File: config.mk
export PLATFORM = sky130hd
export DESIGN_NAME = fir_stream_conv
export DESIGN_NICKNAME = d
export VERILOG_FILES = /design/src/rtl/fir_stream_conv.sv
export SDC_FILE = /design/constraint.sdc
export NUM_CORES = 1
export LEC_CHECK = 0
export ABC_CLOCK_PERIOD_IN_PS = 5900
export CORE_MARGIN = 2
export CORE_UTILIZATION = 62
export DETAILED_ROUTE_END_ITERATION = 10
export DONT_BUFFER_PORTS = 1
export PLACE_DENSITY = 0.86
export SYNTH_ARGS = -nofsm -noshare
export SYNTH_HDL_FRONTEND = slang
export SYNTH_SLANG_ARGS = --single-unit
File: constraint.sdc
create_clock -name CLK -period 5.9 [get_ports CLK]
set_clock_uncertainty 0.15 [all_clocks]
set_input_delay 1.18 -clock CLK [delete_from_list [all_inputs] [get_ports CLK]]
set_output_delay 1.18 -clock CLK [all_outputs]
set_load 0.005 [all_outputs]
File: src/rtl/fir_stream_conv.sv
// Streaming transposed-form FIR with loadable coefficients, valid/ready input,
// wrap/saturate output narrowing and a flush/drain sequencer for the convolution tail.
module fir_stream_conv #(
    parameter int unsigned DATA_W = 4,
    parameter int unsigned COEF_W = 4,
    parameter int unsigned N_TAPS = 4,
    parameter int unsigned OUT_W  = 8,
    parameter int unsigned SAT    = 0
) (
    input  logic              CLK,
    input  logic              RST_N,
    input  logic [DATA_W-1:0] X,
    input  logic              X_VALID,
    output logic              X_READY,
    input  logic              COEF_WE,
    input  logic [4:0]        COEF_ADDR,
    input  logic [COEF_W-1:0] COEF_DATA,
    input  logic              FLUSH,
    output logic [OUT_W-1:0]  Y_OUT,
    output logic              Y_VALID,
    output logic              BUSY,
    output logic              DONE
);

    localparam int unsigned PROD_W = DATA_W + COEF_W;
    localparam int unsigned ACC_W  = PROD_W + $clog2(N_TAPS);
    localparam int unsigned CNT_W  = 5;

    typedef enum logic {RUN, DRAIN} state_t;

    state_t             state, state_nxt;
    logic [CNT_W-1:0]   cnt, cnt_nxt;
    logic               adv_c;
    logic               done_nxt;
    logic               coef_wr_c;
    logic [DATA_W-1:0]  x_op;
    logic [COEF_W-1:0]  h    [N_TAPS];
    logic [ACC_W-1:0]   prod [N_TAPS];
    logic [ACC_W-1:0]   acc;
    logic [OUT_W-1:0]   y_nar;

    // Sequencer: RUN accepts samples, DRAIN feeds zeros for N_TAPS-1 cycles.
    always_comb begin
        state_nxt = state;
        cnt_nxt   = cnt;
        done_nxt  = 1'b0;
        adv_c     = 1'b0;
        x_op      = '0;
        case (state)
            RUN: begin
                adv_c = X_VALID;
                x_op  = X;
                if (FLUSH) begin
                    if (N_TAPS == 1) begin
                        done_nxt = 1'b1;
                    end else begin
                        state_nxt = DRAIN;
                        cnt_nxt   = CNT_W'(N_TAPS - 1);
                    end
                end
            end
            DRAIN: begin
                adv_c   = 1'b1;
                cnt_nxt = cnt - CNT_W'(1);
                if (cnt == CNT_W'(1)) begin
                    state_nxt = RUN;
                    done_nxt  = 1'b1;
                end
            end
            default: state_nxt = RUN;
        endcase
    end

    assign coef_wr_c = (state == RUN) && COEF_WE && (32'(COEF_ADDR) < N_TAPS);

    // Coefficient bank; an advance in the same cycle still sees the old value.
    always_ff @(posedge CLK) begin
        if (!RST_N) begin
            for (int k = 0; k < N_TAPS; k++) h[k] <= '0;
        end else if (coef_wr_c) begin
            for (int k = 0; k < N_TAPS; k++) begin
                if (COEF_ADDR == 5'(k)) h[k] <= COEF_DATA;
            end
        end
    end

    always_comb begin
        for (int k = 0; k < N_TAPS; k++) begin
            prod[k] = ACC_W'(PROD_W'(h[k]) * PROD_W'(x_op));
        end
    end

    // Partial-sum chain: s[k] collects the taps above k for later samples.
    generate
        if (N_TAPS > 1) begin : g_chain
            logic [ACC_W-1:0] s    [N_TAPS-1];
            logic [ACC_W-1:0] s_in [N_TAPS-1];
            for (genvar k = 0; k < N_TAPS - 1; k++) begin : g_tap
                if (k == N_TAPS - 2) begin : g_last
                    assign s_in[k] = prod[k+1];
                end else begin : g_mid
                    assign s_in[k] = prod[k+1] + s[k+1];
                end
            end
            always_ff @(posedge CLK) begin
                if (!RST_N) begin
                    for (int k = 0; k < N_TAPS - 1; k++) s[k] <= '0;
                end else if (adv_c) begin
                    for (int k = 0; k < N_TAPS - 1; k++) s[k] <= s_in[k];
                end
            end
            assign acc = prod[0] + s[0];
        end else begin : g_single
            assign acc = prod[0];
        end
    endgenerate

    generate
        if (ACC_W <= OUT_W) begin : g_ext
            assign y_nar = OUT_W'(acc);
        end else if (SAT != 0) begin : g_sat
            assign y_nar = (|acc[ACC_W-1:OUT_W]) ? '1 : acc[OUT_W-1:0];
        end else begin : g_wrap
            assign y_nar = acc[OUT_W-1:0];
        end
    endgenerate

    always_ff @(posedge CLK) begin
        if (!RST_N) begin
            state   <= RUN;
            cnt     <= '0;
            Y_OUT   <= '0;
            Y_VALID <= 1'b0;
            BUSY    <= 1'b0;
            DONE    <= 1'b0;
        end else begin
            state   <= state_nxt;
            cnt     <= cnt_nxt;
            Y_VALID <= adv_c;
            if (adv_c) Y_OUT <= y_nar;
            BUSY    <= (state_nxt == DRAIN);
            DONE    <= done_nxt;
        end
    end

    assign X_READY = (state == RUN);

endmodule

==> metrics.cfg <==
[placed_design]
placed_area_sq_um = 4750
gp_congestion = 0.837
portBuffers = 0
dpl.hpwl_mm = 6.83

[timing]
finalSetupViolCount = 0
hold_viol = 0
finalSetupTns_ns = 0
holdWs_ns = 0.343
maxSlewHeadroom_pct = 34.7
finalCritPeriodShare_pct = 79.1
fin_crit_ns = 4.67
worst_pin_slew_ns = 0.978
rsz0062_at_grt = no
drv_slew = 0
timing.fmax_mhz = 214

[floorplanning]
ios = 30
rows = 31
initial_utilization_pct = 64.2
fp.coreArea_sq_um = 7250
die_width_microns = 90.7
die_area_sq_um = 8220
die_h_microns = 90.7

[critical_path]
crit_required_ns = 5.83
r2r_slack_ns = 1.45
endpoint = g_chain.s[0][17]$_SDFFCE_PN0P_
cpPeakStageDelay_ns = 0.58
reg2reg_from = state$_SDFF_PN0_
crit_buf_inv = 1
cp.depth = 11
cp-end-kind = register
worst_ep_arrival_time_ns = 4.59
cp_slowest_cell = nor2b_1
cp_max_fo = 11
start_kind = input pin
path_cells = nor2b_1 > nand2_1 > fa_1 > fa_1 > fa_1 > inv_1 > ha_1 > nor2b_1 > o31ai_1 > a2111o_1 > o21ai_0
cp-startpoint = X[1]
cp_top_family = adder cells
crit_top_cell = fa_1
worst-setup-path-type = in2reg
reg2reg_to = g_chain.s[0][17]$_SDFFCE_PN0P_
reg2regPathDepth = 11

[layout]
fillers = 553
syn_to_final_growth_pct = 4.06
seq_area_sq_um = 1520
antenna_cells = 0
drive_gt1_share_pct = 3.71
final_util_pct = 66.8
final_area_sq_um = 4840
layout.nets = 592
multi_input_area_sq_um = 2780

[clock_network]
root_buffer = clkbuf_8
numCtsBuffers = 5
cts-hold-fix-buffers = 0
h-tree-depth = 2
tritoncts = built
clock_latency_ns = 0.32
cts_resized = 0
cts_num_sinks = 56
cts_setup_buffers = 0
clock_path_buffers = 2
clk_pin_slew_worst_paths_ns = 0.11

[synthesis]
ys.flop_type = edfxtp_1
syn_area_sq_um = 4660
synth_edf_count = 40
synth.top_cell.area_share_pct = 25.8
synth_common_cells = 75 x inv_1, 59 x ha_1, 48 x and2_1
netlist_top_cells_area = edfxtp_1 26%, ha_1 16%, fa_1 13%, dfxtp_1 6.9%, and2_1 6.4%
seq_area_frac_synth_pct = 32.7
ys_warn_count = 0
yosysUniqueCellTypes = 42
yosysTopAreaCell = edfxtp_1
ys_async_sr_fraction_pct = 0
yosysMostFrequentCell = inv_1
synth_area_per_cell_sq_um = 9.60
ys_ff_latch = 56
synthesis.instances = 485
synth_fp_nets = 593

[power]
powerDensity_nw_per_um2 = 208
p_comb_share_pct = 28.8
p_int_mw = 0.671
p_clk_share_pct = 22.4
p_sw_share_pct = 33.4
seq_power_share_pct = 48.8
p_switching_mw = 0.337
p_leak_nw = 2.17
vdd_ir_drop_max_mv = 0.193

[route]
via_per_inst = 5.59
num_vias = 3264
wl_per_cell_microns = 15.1
antenna_left = 0
routed_wl_mm = 8.81
met3_length_microns = 404
wl_met2_mm = 4.47
drt_iter0_drc = 118
met1_length_mm = 3.80
firstDrtPassIters = 5
drc = 0
top_layer_used = met4

[job]
maxCapViolCount = 0

[grt]
grt_max_degree = 25
grt_antenna_before_repair = 0
grt_usage_pct = 23.3
overflow = 0
grt_first_pass_wirelength_mm = 15.3
grt_pass1_vias = 3414

[outcome]
status = finished clean

[worst_hold_path]
hold_path.class = reg2reg

worst reg2reg max path, stage by stage, from the launching register on:
cell and delay (ns):
dfxtp_1 0.54, nor2b_1 0.68, nand2_1 0.16, fa_1 0.49
fa_1 0.51, fa_1 0.51, inv_1 0.04, ha_1 0.32
nor2b_1 0.17, o31ai_1 0.34, a2111o_1 0.21, o21ai_0 0.07
power by group through the flow:
| stage | logic [mW] | clock network, mW | registers [mW] |
|---|---|---|---|
| after floorplan | 0.231 | 0 | 0.490 |
| after global placement | 0.269 | 0 | 0.499 |
| after detailed placement | 0.287 | 0 | 0.501 |
| after CTS | 0.291 | 0.226 | 0.492 |
| after global routing | 0.336 | 0.241 | 0.497 |
| final | 0.290 | 0.226 | 0.492 |
worst min path at each step:
stage / from / cells past startpoint / end / slack [ns]
global route: Y_OUT[5]$_SDFFE_PN0P_ / 2 / Y_OUT[5]$_SDFFE_PN0P_ / 0.37
global placement: cnt[4]$_SDFFE_PN0P_ / 1 / cnt[4]$_SDFFE_PN0P_ / 0.32
CTS: Y_OUT[6]$_SDFFE_PN0P_ / 2 / Y_OUT[6]$_SDFFE_PN0P_ / 0.35
floorplan: cnt[4]$_SDFFE_PN0P_ / 1 / cnt[4]$_SDFFE_PN0P_ / 0.30
detailed placement: Y_OUT[6]$_SDFFE_PN0P_ / 2 / Y_OUT[6]$_SDFFE_PN0P_ / 0.33
finish: Y_OUT[3]$_SDFFE_PN0P_ / 2 / Y_OUT[3]$_SDFFE_PN0P_ / 0.34
through the flow:
step                      setup WS, ns  cells  total power, mW
after floorplan                   1.25    485            0.721
after global placement            1.03    576            0.768
after detailed placement         0.885    576            0.788
after CTS                         1.23    584             1.01
after global routing             0.990    584             1.07
final                             1.23    584             1.01
per-layer routing:
layer  vias to the layer above  track usage (%)
met5                         -                0
met4                         0             8.85
met3                        15             4.09
met2                        77             41.1
met1                      1562             28.5
li1                       1610                -
area by class of cell:
| class | count | share of cell area [%] |
|---|---|---|
| flip-flops and latches | 56 | 31.4 |
| repair buffers | 5 | 0.775 |
| clock inverters | 3 | 0.542 |
| well taps | 99 | 2.56 |
| inverters | 76 | 5.89 |
| clock buffers | 5 | 1.42 |
| multi-input cells | 340 | 57.4 |
registers in the layout, summed over array words and instances (netlist names):
name and flops:
g_chain.s 24, h 16, Y_OUT 8, cnt 5, DONE 1, Y_VALID 1, state 1
logic make-up after synthesis:
kind of cell / share of synthesized area [%]
buffers and inverters: 7.58
and+or+nand+nor: 19.4
AOI/OAI and AO/OA: 9.30
adders and majority gates: 29.2
DFF: 32.7
xor gates and xnor gates: 1.88
cells in the final DEF (no fill, tap or decap), drive strengths merged, types with 4 or more instances in the layout:
cell / instances
o21ai: 20
and2: 48
nor3b: 4
fa: 31
nand2: 46
nand3: 5
a21oi: 14
xor2: 4
clkbuf: 5
inv: 77
nor2b: 10
a31oi: 4
buf: 5
xnor2: 6
o211ai: 7
nor2: 33
nor3: 10
edfxtp: 40
dfxtp: 16
ha: 59
nand2b: 6
a211oi: 6
No activity file was read; power rests on OpenSTA's default activity.
